File: src/rtl/serial_addsub_pkg.sv
// Shared definitions for the bit-serial adder/subtractor: FSM states,
// default operand width and the bit-index width helper.
package serial_addsub_pkg;

    // Control states: waiting, shifting bits through the adder, result valid
    typedef enum logic [1:0] {
        ST_IDLE = 2'd0,
        ST_RUN  = 2'd1,
        ST_DONE = 2'd2
    } state_t;

    // Default operand/result width
    localparam int DEFAULT_WIDTH = 8;

    // Width of the bit index counter: enough to address bits 0..w-1
    function automatic int idx_width(input int w);
        if (w < 2) begin
            return 1;
        end
        return $clog2(w);
    endfunction

endpackage

File: src/rtl/serial_addsub_full_adder.sv
// Single-bit full adder used as the arithmetic core of the serial datapath.
module full_adder_cell (
    input  logic a,
    input  logic b,
    input  logic cin,
    output logic sum,
    output logic cout
);

    // Plain combinational full-adder equations
    always_comb begin
        sum  = a ^ b ^ cin;
        cout = (a & b) | (a & cin) | (b & cin);
    end

endmodule

File: src/rtl/serial_addsub.sv
// Bit-serial adder/subtractor. Operands are captured on an accepted start,
// then shifted LSB first through one full-adder cell, one bit per cycle.
// Subtraction is A + ~B + 1, so cout=1 means "no borrow".
module serial_addsub
    import serial_addsub_pkg::*;
#(
    parameter int WIDTH = DEFAULT_WIDTH
) (
    input  logic             clk,
    input  logic             rst_n,
    input  logic             start,
    input  logic             abort,
    input  logic             sub,
    input  logic [WIDTH-1:0] a,
    input  logic [WIDTH-1:0] b,
    input  logic             cin,
    output logic             busy,
    output logic             done,
    output logic [WIDTH-1:0] sum,
    output logic             cout,
    output logic             overflow
);

    localparam int IW = idx_width(WIDTH);
    localparam logic [IW-1:0] LAST_IDX = IW'(WIDTH - 1);

    state_t           state_reg, state_next;
    logic [WIDTH-1:0] a_sh_reg, a_sh_next;
    logic [WIDTH-1:0] b_sh_reg, b_sh_next;
    logic [WIDTH-1:0] res_sh_reg, res_sh_next;
    logic             carry_reg, carry_next;
    logic [IW-1:0]    idx_reg, idx_next;
    logic [WIDTH-1:0] sum_reg, sum_next;
    logic             cout_reg, cout_next;
    logic             ovf_reg, ovf_next;

    logic             fa_sum;
    logic             fa_cout;
    logic [WIDTH-1:0] res_shifted;

    // The one arithmetic cell, always fed from the LSBs of the operand shifters
    full_adder_cell u_fa (
        .a    (a_sh_reg[0]),
        .b    (b_sh_reg[0]),
        .cin  (carry_reg),
        .sum  (fa_sum),
        .cout (fa_cout)
    );

    // New result bit enters at the MSB so that after WIDTH shifts bit 0 is at the LSB
    assign res_shifted = {fa_sum, res_sh_reg[WIDTH-1:1]};

    // Next-state and datapath decisions; every register holds unless told otherwise
    always_comb begin
        state_next  = state_reg;
        a_sh_next   = a_sh_reg;
        b_sh_next   = b_sh_reg;
        res_sh_next = res_sh_reg;
        carry_next  = carry_reg;
        idx_next    = idx_reg;
        sum_next    = sum_reg;
        cout_next   = cout_reg;
        ovf_next    = ovf_reg;

        case (state_reg)
            ST_IDLE, ST_DONE: begin
                if (start) begin
                    // Capture operands; subtraction is folded into ~B with carry-in 1
                    a_sh_next   = a;
                    b_sh_next   = sub ? ~b : b;
                    carry_next  = sub ? 1'b1 : cin;
                    idx_next    = '0;
                    res_sh_next = '0;
                    state_next  = ST_RUN;
                end else begin
                    // DONE only ever lasts one cycle, which makes it the done pulse
                    state_next = ST_IDLE;
                end
            end

            ST_RUN: begin
                if (abort) begin
                    // Drop the operation; published results stay untouched
                    state_next = ST_IDLE;
                end else begin
                    a_sh_next   = a_sh_reg >> 1;
                    b_sh_next   = b_sh_reg >> 1;
                    res_sh_next = res_shifted;
                    carry_next  = fa_cout;
                    idx_next    = idx_reg + 1'b1;
                    if (idx_reg == LAST_IDX) begin
                        // MSB cycle: carry_reg is the carry into the MSB
                        sum_next   = res_shifted;
                        cout_next  = fa_cout;
                        ovf_next   = carry_reg ^ fa_cout;
                        state_next = ST_DONE;
                    end
                end
            end

            default: begin
                state_next = ST_IDLE;
            end
        endcase
    end

    // State and datapath registers with asynchronous clear
    always_ff @(posedge clk or negedge rst_n) begin
        if (!rst_n) begin
            state_reg  <= ST_IDLE;
            a_sh_reg   <= '0;
            b_sh_reg   <= '0;
            res_sh_reg <= '0;
            carry_reg  <= 1'b0;
            idx_reg    <= '0;
            sum_reg    <= '0;
            cout_reg   <= 1'b0;
            ovf_reg    <= 1'b0;
        end else begin
            state_reg  <= state_next;
            a_sh_reg   <= a_sh_next;
            b_sh_reg   <= b_sh_next;
            res_sh_reg <= res_sh_next;
            carry_reg  <= carry_next;
            idx_reg    <= idx_next;
            sum_reg    <= sum_next;
            cout_reg   <= cout_next;
            ovf_reg    <= ovf_next;
        end
    end

    // Status flags decode directly from the state register
    always_comb begin
        busy = (state_reg == ST_RUN);
        done = (state_reg == ST_DONE);
    end

    assign sum      = sum_reg;
    assign cout     = cout_reg;
    assign overflow = ovf_reg;

endmodule

File: config.mk
export PLATFORM = sky130hd
export DESIGN_NAME = serial_addsub
export DESIGN_NICKNAME = d
export VERILOG_FILES = /design/src/rtl/serial_addsub_pkg.sv /design/src/rtl/serial_addsub_full_adder.sv /design/src/rtl/serial_addsub.sv
export SDC_FILE = /design/constraint.sdc
export NUM_CORES = 1
export LEC_CHECK = 0
export ABC_CLOCK_PERIOD_IN_PS = 1800
export CORE_UTILIZATION = 37
export DETAILED_ROUTE_END_ITERATION = 12
export PLACE_DENSITY_LB_ADDON = 0.1
export SYNTH_ARGS = -nofsm -noshare
export SYNTH_HDL_FRONTEND = slang
export SYNTH_HIERARCHICAL = 1
export SYNTH_SLANG_ARGS = --single-unit
File: constraint.sdc
create_clock -name clk -period 1.8 [get_ports clk]
set_input_delay 0.18 -clock clk [delete_from_list [all_inputs] [get_ports clk]]
set_output_delay 0.18 -clock clk [all_outputs]
set_load 0.005 [all_outputs]
## Yosys cells after proc, flatten, opt, wreduce, memory -nomap -nowiden

Cells that the tools add are included.

- Register bits: 40
- Bits in latches: 0
- Bits in writable memories: 0
- Bits in read-only memories: 0
- Bits of input ports: 22
- Output and inout bits: 12
- Logic and storage cells: 52
- Memories: 0

- $add $sub $neg: 1
- $mul: 0
- Div/mod/pow operators: 0
- $lt $le $gt $ge: 0
- Equal/unequal tests: 6
- Shift operators: 0
- Mux-type cells: 21
- Bitwise operators: 10
- Reductions and logical operators: 5

Operator list:

| kind | number |
|---|---|
| $mux 8 | 7 |
| $pmux 8 s2 | 3 |
| $not 8->8 | 1 |
| $mux 3 | 2 |
| $pmux 3 s2 | 1 |
| $reduce_and 3->1 | 2 |
| $mux 1 | 4 |
| $mux 2 | 2 |
| $ne 2x2->1 const B | 2 |
| $pmux 2 s2 | 1 |
| $add 3x1->3 const B | 1 |
| $and 1x1->1 | 3 |
| $eq 3x3->1 const B | 1 |
| $ne 3x2->1 const B | 1 |
| $xor 1x1->1 | 3 |
| $eq 2x1->1 const B | 1 |
| $eq 2x2->1 const B | 1 |
| $logic_not 2->1 | 1 |
| $or 1x1->1 | 2 |
| $pmux 1 s2 | 1 |
| $reduce_bool 2->1 | 1 |
| $reduce_or 2->1 | 1 |
| $not 1->1 | 1 |

## Logic depth before layout (Yosys ltp)

Gate-level depths: netlist of the first run.

- Depth after elaboration: 5
- Mapped depth: 5
- Depth with buffers taken out: 4

## Cells and area by module

The synthesis of the first run kept the hierarchy.

Modules (own cells, without submodules):

| module | instances | cells each | area each (sq um) | seq. area each (sq um) |
|---|---|---|---|---|
| serial_addsub | 1 | 144 | 1765.4 | 975.9 |
| full_adder_cell | 1 | 1 | 20.0 | 0.0 |

## Worst setup path after synthesis of the first run

Ideal clock, no wire load.

- Kind: register to register
- From: reg state_reg[1]
- To: reg res_sh_reg[2]
- Setup time: 0.121 ns
- Arrival time: 1.358 ns
- Data required time: 1.679 ns
- Slack: 0.321 ns
- Stages on the path, launching flop included: 6
- Period minus slack after synthesis: 1.479 ns
- Path through: dfrtp_1 > or3b_1 > and2_1 > buf_6 > buf_6 > a22o_1

- Word-level cells in the longest chain between the ends: 4
- Elaborated cells on any way between the ends: 9
- Classes of those cells: 4 x eq/ne; 1 x mux; 4 x reduce/logical

RTL lines:

| element | line | source |
|---|---|---|
| from (decl) | serial_addsub.sv:27 | `state_t state_reg, state_next;` |
| from (signal assigned) | serial_addsub.sv:120 | `state_reg <= state_next;` |
| $eq 2x2->1 / $logic_not 2->1 (equally long branches) | serial_addsub.sv:65 | `case (state_reg)` |
| $reduce_or 2->1 | serial_addsub.sv:65 |  |
| $ne 2x2->1 (no line) / $reduce_bool 2->1 (equally long branches) | -- |  |
| $reduce_and 3->1 (no line) | -- |  |
| to (signal assigned) | serial_addsub.sv:123 | `res_sh_reg <= res_sh_next;` |
| to (decl) | serial_addsub.sv:30 | `logic [WIDTH-1:0] res_sh_reg, res_sh_next;` |

Several ways; a longest one is shown, not always the timed one.
A chain may end at the register's enable or synchronous reset.

## Worst setup path in the final report of the first run

- From: reg state_reg[1]
- To: out busy

- Word-level cells in the longest chain between the ends: 1

RTL lines:

| element | line | source |
|---|---|---|
| $eq 2x1->1 | serial_addsub.sv:134 | `busy = (state_reg == ST_RUN);` |
| to (decl) | serial_addsub.sv:17 | `output logic busy,` |

No other way between the ends.

==> out/metrics.cfg, run 1 <==
[synth]
synth_nets = 170
syn_area_per_cell_um2 = 12.31
synth_area_um2 = 1785
syn_inst = 145
ys_ff_latch = 39
synth_warnings = 6
synth-seq-area-share_pct = 54.66
synth.distinct_cells = 27

[setup_path]
max_stage_delay_ps = 550
crit_chain = nor2b_2 -> clkdlybuf4s50_1
crit_fanout = 4
r2r_cells = 4
reg2reg_from = idx_reg[0]
cp_slowest_cell = clkdlybuf4s50_1
r2r_end = sum[0]
crit_path_end_kind = primary output
startpoint = state_reg[1]
cp.required_ps = 1620
r2r_slack_ps = 150
crit_type = register to primary output
cp.arrival_ps = 1530
crit_path_start_kind = register

[placed_design]
port_buffers = 33
hpwl_um = 2460
post-place-ws_ps = 4.669
gp_congestion = 0.7338
place_area_um2 = 2175

[detailed_routing]
avgRoutedWirePerCell_um = 14.71
drt-initial-drc-count = 112
vias_per_cell = 5.152
wl_um = 3486
num_vias = 1221
drc = 0
drtAntennaViolNets = 0
drtPass1Iterations = 4

[finish]
fin_util_pct = 50.72
stdcell_area_um2 = 2285
n_antenna_cell = 0
final-seq-area_um2 = 975.9
area_growth_pct = 27.96
layout_commonest_cell = dfrtp_1
nFillCells = 410
finalNetCount = 209
multi_input_area_um2 = 733.2
final_cell_mix = 39 x dfrtp_1, 32 x clkdlybuf4s50_1, 18 x nand3_1
layout-drive-gt1-share_pct = 12.97

[global_routing]
antenna_found_initial = 0
grt_usage_pct = 15.42
grt_pass1_vias = 1290
grt_overflow = 0
grt_max_degree = 40
grt_pass1_wl_um = 5934

[floorplan]
die_area_um2 = 5107
fp-row-count = 24
die_h_um = 71.47
core_um2 = 4504
pin_count = 34
initial_core_util_pct = 39.64
die_w_um = 71.47

[hold_path]
whs_endpoint = a_sh_reg[7]
hp-class = input port to register
holdPathStages = 3
hp-start = a[7]

[pwr]
power.share.switching_pct = 28.53
power.density_nw_per_um2 = 1062
clkPwrFrac_pct = 26.2
total_leakage_power_nw = 1.072
power_switching_w = 0.0006918
sequentialPowerShare_pct = 49.0
peakVddDrop_mv = 0.4774
pwr-share-comb_pct = 24.9
internal_power_w = 0.001733

[clocking]
cts_resized = 0
htreeDepth = 2
cts_made_buffers = 5
clk_pin_slew_ps = 70
cts_root_buffer = clkbuf_8
cts_tree = built
clock_path_buffers = 2
insertion_delay_ps = 290
clock_sinks = 39

[status]
status = complete, no violations

[sta]
timing.hold.ws_ps = 450.5
report.final.hold_viol_count = 0
finalSetupViolations = 0
layout_min_cycle_time_ps = 1713
clock.fmax_mhz = 583.8
finalCritPeriodShare_pct = 95.16
drv_slew = 0
fin_tns_setup_ps = 0
relSlewSlack_pct = 67.22
finClkSkew_ps = 4.085
worst_slew_pin_slew_ps = 491.7
rsz0062_at_grt = no
setup_ws_ps = 87.09

[job]
drv_cap = 0

-- cell families (layout without fill, tap and decap cells) --
logic type                 after synthesis  in the layout  share of synthesized area, %
DFF                                     39             39                         54.66
buffers and inverters                   13             53                         4.415
muxes                                   26             26                         15.70
adders and majority gates                3              3                         2.523
and+or+nand+nor                         29             29                         9.251
xor gates and xnor gates                 9              9                         4.415
AOI/OAI and AO/OA                       26             26                         9.040
-- worst max-delay path by stage --
stage	to	slack [ps]	cells after the start
2_1_floorplan	res_sh_reg[2]	320	5
5_1_grt	busy	20	2
6_report	busy	90	2
4_1_cts	busy	60	2
3_3_place_gp	b_sh_reg[7]	40	5
3_5_place_dp	idx_reg[1]	5	5
-- per-stage QoR --
step / instances / power [W]
global route: 237 / 0.002581
CTS: 237 / 0.002459
global placement: 228 / 0.001777
floorplan: 145 / 0.001590
detailed placement: 228 / 0.001814
finish: 237 / 0.002425
-- worst max-delay path, delay by kind of cell (launching register included) --
kind	cells	cell delay, ps
buffers and inverters	1	550
DFF	1	430
and+or+nand+nor	1	260
-- final cells by class --
type	count	share of cell area, %
multi-input combinational	93	32.09
inverter	2	0.3286
clock buffer	8	4.381
tap	52	2.848
timing repair buffer	43	17.63
sequential	39	42.72
-- metal layers --
metal / GRT usage [%] / routed length, µm / vias up
li1: - / - / 587
met3: 3.516 / 109 / 9
met5: 0 / 0 / -
met1: 19.24 / 1585 / 596
met2: 24.87 / 1706 / 29
met4: 8.715 / 85 / 0
-- power by group through the flow --
stage / clock network (W) / logic (W) / registers (W)
after floorplan: 0 / 0.000420 / 0.00117
after global placement: 0 / 0.000586 / 0.00119
after detailed placement: 0 / 0.000609 / 0.00121
after CTS: 0.000656 / 0.000614 / 0.00119
after global routing: 0.000699 / 0.000665 / 0.00122
final: 0.000634 / 0.000603 / 0.00119
-- Yosys cell counts --
cell      count  share of area (%)
a22o_1        7                3.4
and2_1        1               0.35
buf_1         1               0.21
buf_2         3               0.84
buf_4         1               0.42
buf_6         3                1.9
clkbuf_1      3               0.63
dfrtp_1      39                 55
fa_1          1                1.1
ha_1          2                1.4
inv_1         2               0.42
mux2_1        8                5.0
mux2_2        4                2.5
mux2_4        1               0.84
mux2i_1      13                7.3
nand2_1       3               0.63
nand2b_1      1               0.35
nand3_1      18                5.0
nor2b_1       3                1.1
nor3_1        1               0.28
nor3b_4       1                1.1
o21ai_0       2               0.56
o21ai_1      15                4.2
o31ai_1       2               0.84
or3b_1        1               0.49
xnor2_1       1               0.49
xor2_1        8                3.9
-- repair_timing --
item | CTS | global route
endpoints found under the setup margin | 0 | 0
endpoints found under the hold margin | 39 | 0
setup buffers | 0 | 0
hold buffers | 1 | 0
Power figures use the tool's default switching activity.
==> inputs of run 2 (changes only) <==
--- a/config.mk
+++ b/config.mk
@@ -6,6 +6,7 @@
 export NUM_CORES = 1
 export LEC_CHECK = 0
 export ABC_CLOCK_PERIOD_IN_PS = 1800
+export CAP_MARGIN = 20
 export CORE_UTILIZATION = 37
 export DETAILED_ROUTE_END_ITERATION = 12
 export PLACE_DENSITY_LB_ADDON = 0.1
==> results of run 2 <==
The final DEF is identical to that of run 1; final timing and power are the same.
==> patch 1, RTL diff (flow settings as in run 2) <==
`a_sh_reg`, `b_sh_reg`, `res_sh_reg` and `sum_reg` no longer have a reset.
--- a/src/rtl/serial_addsub.sv
+++ b/src/rtl/serial_addsub.sv
@@ -110,8 +110,4 @@
             state_reg  <= ST_IDLE;
-            a_sh_reg   <= '0;
-            b_sh_reg   <= '0;
-            res_sh_reg <= '0;
             carry_reg  <= 1'b0;
             idx_reg    <= '0;
-            sum_reg    <= '0;
             cout_reg   <= 1'b0;
@@ -120,8 +116,4 @@
             state_reg  <= state_next;
-            a_sh_reg   <= a_sh_next;
-            b_sh_reg   <= b_sh_next;
-            res_sh_reg <= res_sh_next;
             carry_reg  <= carry_next;
             idx_reg    <= idx_next;
-            sum_reg    <= sum_next;
             cout_reg   <= cout_next;
@@ -129,2 +121,9 @@
         end
+    end
+
+    always_ff @(posedge clk) begin
+        a_sh_reg   <= a_sh_next;
+        b_sh_reg   <= b_sh_next;
+        res_sh_reg <= res_sh_next;
+        sum_reg    <= sum_next;
     end
Formal check against the unedited RTL: differs if rst_n is asserted again (counterexample within 10 cycles, from zero or initial values and one cycle with rst_n low); with rst_n held inactive, the same outputs for 10 cycles.
==> patch 1 against run 2 <==
Critical path depth rose by 1. Power up 9.7%. Setup slack improved by 19 ps. Wire length decreased by 22%. Count of clock-buffer cells in the layout is 3 lower. Synthesized area shrank 6.5%. Largest power group unchanged. Die area decreased by 6.3%. Register-to-register slack gained 160 ps. Via count is 16% lower. Critical path type unchanged. Final area fell by 2.8%. Sequential cell count unchanged.
==> patch 1: results <==
{
  "status": "complete, no violations",
  "vias_per_cell": 4.70,
  "max_stage_delay_ps": 500,
  "dp_hpwl_um": 1860,
  "power.switching_w": 0.000646,
  "grt_max_degree": 24,
  "synthTopCellsByCount": "edfxtp_1, nand2_1, xnor2_1, and2_1, dfrtp_1",
  "final_layout_size_suffix_gt1_frac": 0.127,
  "worstHoldPathType": "in -> async",
  "p_leak_nw": 0.870,
  "drt_iter0_markers": 62,
  "gr-usage-all-layers": 0.127,
  "arrival_ps": 1510,
  "fin_nets": 190,
  "synth-edff-count": 31,
  "grt_pass1_vias": 1045,
  "fin_skew_ps": 2.15,
  "peakVddDrop_uv": 478,
  "synth-seq-area-share": 0.678,
  "max_slew_margin": 0.661,
  "ys_types": 28,
  "syn-num-nets": 149,
  "cts_root_buf": "clkbuf_8",
  "gp_congestion": 0.727,
  "synth.area.top_cells": "edfxtp_1, dfrtp_1, nand2_1"
}
==> patch 1: cell types whose count changed in the layout (fill, tap and decap cells not counted), moves of 4 or more <==
cell / delta
and2_1: +7
mux2i_1: -11
mux2_1: -8
a22o_1: -7
o21ai_1: -8
xor2_1: -8
nand2_1: +27
dfrtp_1: -31
xnor2_1: +8
nand3_1: -18
buf_4: -4
edfxtp_1: +31
==> patch 1: power groups by stage <==
stage,clock (W),sequential (W),combinational (W)
detailed placement,0,0.00130,0.000508
floorplan,0,0.00128,0.000345
global route,0.000927,0.00130,0.000574
global placement,0,0.00129,0.000490
CTS,0.000896,0.00128,0.000509
finish,0.000874,0.00128,0.000510
==> patch 1: worst paths after layout <==
check	endpoint	depth (start not counted)	from	slack, ps
setup / recovery	busy	3	state_reg[1]$_DFFE_PN0P_	110
setup reg to reg	carry_reg$_DFFE_PN0P_	4	a_sh_reg[0]$_DFFE_PP_	310
hold / removal	state_reg[0]$_DFFE_PN0P_	1	rst_n	170
min in group clk	sum[0]$_DFFE_PP_	0	res_sh_reg[1]$_SDFFCE_PP0P_	420
hold reg to reg	sum[0]$_DFFE_PP_	0	res_sh_reg[1]$_SDFFCE_PP0P_	420
max in group asynchronous	idx_reg[2]$_DFFE_PN0P_	1	rst_n	1360
==> patch 1: area by class of cell <==
type	count	area [µm²]
fill	389	2130
sequential	39	1130
multi-input combinational	76	479
timing repair buffer	39	388
clock buffer	5	68.8
clock inverter	3	67.6
tap	52	65.1
inverter	4	20.0
==> patch 1: cell families after synthesis <==
kind of cell             Yosys count  share of synthesized area
AO/OA/AOI/OAI                     12                     0.0457
XOR/XNOR                           9                     0.0472
adder cells (fa/ha/maj)            3                     0.0270
buffers and inverters              9                     0.0352
flip-flops                        39                      0.678
multiplexers                       4                     0.0277
AND/OR/NAND/NOR                   48                      0.139
==> patch 1: timing repair <==
action | 4_1_cts | 5_1_grt
buffers inserted | 0 | 2
setup endpoints to repair | 0 | 1
gates resized for setup | 0 | 1
==> patch 1: metal layers <==
layer | vias up | routed length [µm] | global-route usage
li1 | 499 | - | -
met1 | 491 | 1250 | 0.152
met2 | 27 | 1300 | 0.209
met3 | 7 | 106 | 0.0351
met4 | 0 | 55 | 0.0612
met5 | - | 0 | 0
==> patch 1: metrics by stage <==
stage               worst slack [ps]  area [µm²]  total power, W  hold slack [ps]  cells
finish                           106        2220         0.00266              168    218
global route                    37.2        2220         0.00280              197    218
CTS                             18.6        2200         0.00268              175    216
detailed placement               227        2070         0.00181              405    208
global placement                 257        2070         0.00178              411    208
floorplan                        165        1670         0.00162             -116    124
==> patch 2, RTL diff (settings of run 2) <==
Made on the original files. `DEFAULT_WIDTH`: 8 -> 10.
--- a/src/rtl/serial_addsub_pkg.sv
+++ b/src/rtl/serial_addsub_pkg.sv
@@ -12,3 +12,3 @@
     // Default operand/result width
-    localparam int DEFAULT_WIDTH = 8;
+    localparam int DEFAULT_WIDTH = 10;
 
Interface: changed (resized a, b and sum); port bits go from 34 to 40. The function was not compared with the original's and may differ.
==> patch 2 against run 2 <==
Critical path depth rose by 1. Setup slack improved by 17 ps. Via count rose by 28%. Final area rose by 26%. Sequential cell count rose by 9. Power rose by 11%. Synthesized area rose by 24%. Critical path type unchanged. Clock skew rose by 3.3 ps. Utilization rose by 0.20 points. First-iteration DRC count fell by 58%. Wire length rose by 28%.
==> patch 2: results <==
{
  "status": "complete, no violations",
  "timing.rr.start": "state_reg[0]$_DFFE_PN0P_",
  "bufAreaShareNonClock": 0.186,
  "gr-usage-all-layers": 0.157,
  "synthTopCellsByCount": "dfrtp_1, nand3_1, o21ai_0, nand2_1, mux2i_1",
  "clock_buffers": 6,
  "worstHoldPathType": "in -> async",
  "min_period_over_period": 0.942,
  "clk_pin_slew_ps": 90,
  "fin_nets": 278,
  "p_leak_nw": 1.33,
  "peakVddDrop_uv": 441,
  "clock_sinks": 48,
  "synth_area_um2": 2220,
  "syn_inst": 200,
  "dp_cells": 313,
  "syn-num-nets": 229,
  "gp_congestion": 0.696,
  "crit_fanout": 3,
  "multiInputGateArea_um2": 943,
  "dr_wl_met2_um": 2080,
  "hold_slack_ps": 209,
  "use_met2": 0.236,
  "multi_input_gates": 137,
  "dp_hpwl_um": 3120,
  "placed_area_um2": 2770,
  "wl_um": 4480,
  "worst_slew_pin_slew_ps": 657,
  "synth-seq-area-share": 0.542,
  "fin_skew_ps": 7.35,
  "buffers": 55,
  "port_buffers": 39,
  "timing.rr.end": "sum[4]$_DFFE_PN0P_",
  "wl_met3_um": 121,
  "wl_met1_um": 2250,
  "fill_cells": 522,
  "firstDrtPassIters": 5,
  "area_delta_synth_final_pct": 29.6,
  "final_layout_size_suffix_gt1_frac": 0.160,
  "use_met3": 0.0377
}
## patch 2: changes by cell type after synthesis, moves of 3 or more
| cell | delta |
|---|---|
| o21ai_0 | +20 |
| nand2_1 | +18 |
| mux2i_1 | +5 |
| xor2_1 | +3 |
| dfrtp_1 | +9 |
| clkbuf_1 | +3 |
| mux2_1 | -8 |
| a22o_1 | -6 |
| nand3_1 | +14 |
| mux2_2 | +8 |
| o21ai_1 | -15 |
## patch 2: where the power goes
part / switching (W) / total, W / internal (W)
clock network: 0.000371 / 0.000683 / 0.000312
registers: 0.000131 / 0.00140 / 0.00127
logic: 0.000307 / 0.000609 / 0.000302
## patch 2: kinds of logic after synthesis
family,share of synthesized area
muxes,0.142
DFF,0.542
AOI/OAI and AO/OA,0.0615
buffers and inverters,0.0339
xor gates and xnor gates,0.0435
and+or+nand+nor,0.157
adders and majority gates,0.0203
## patch 2: worst max-delay path, stage by stage (launching register included)
cell and delay, ps:
dfrtp_1 390, buf_4 150, nor2b_2 150, clkdlybuf4s50_1 520
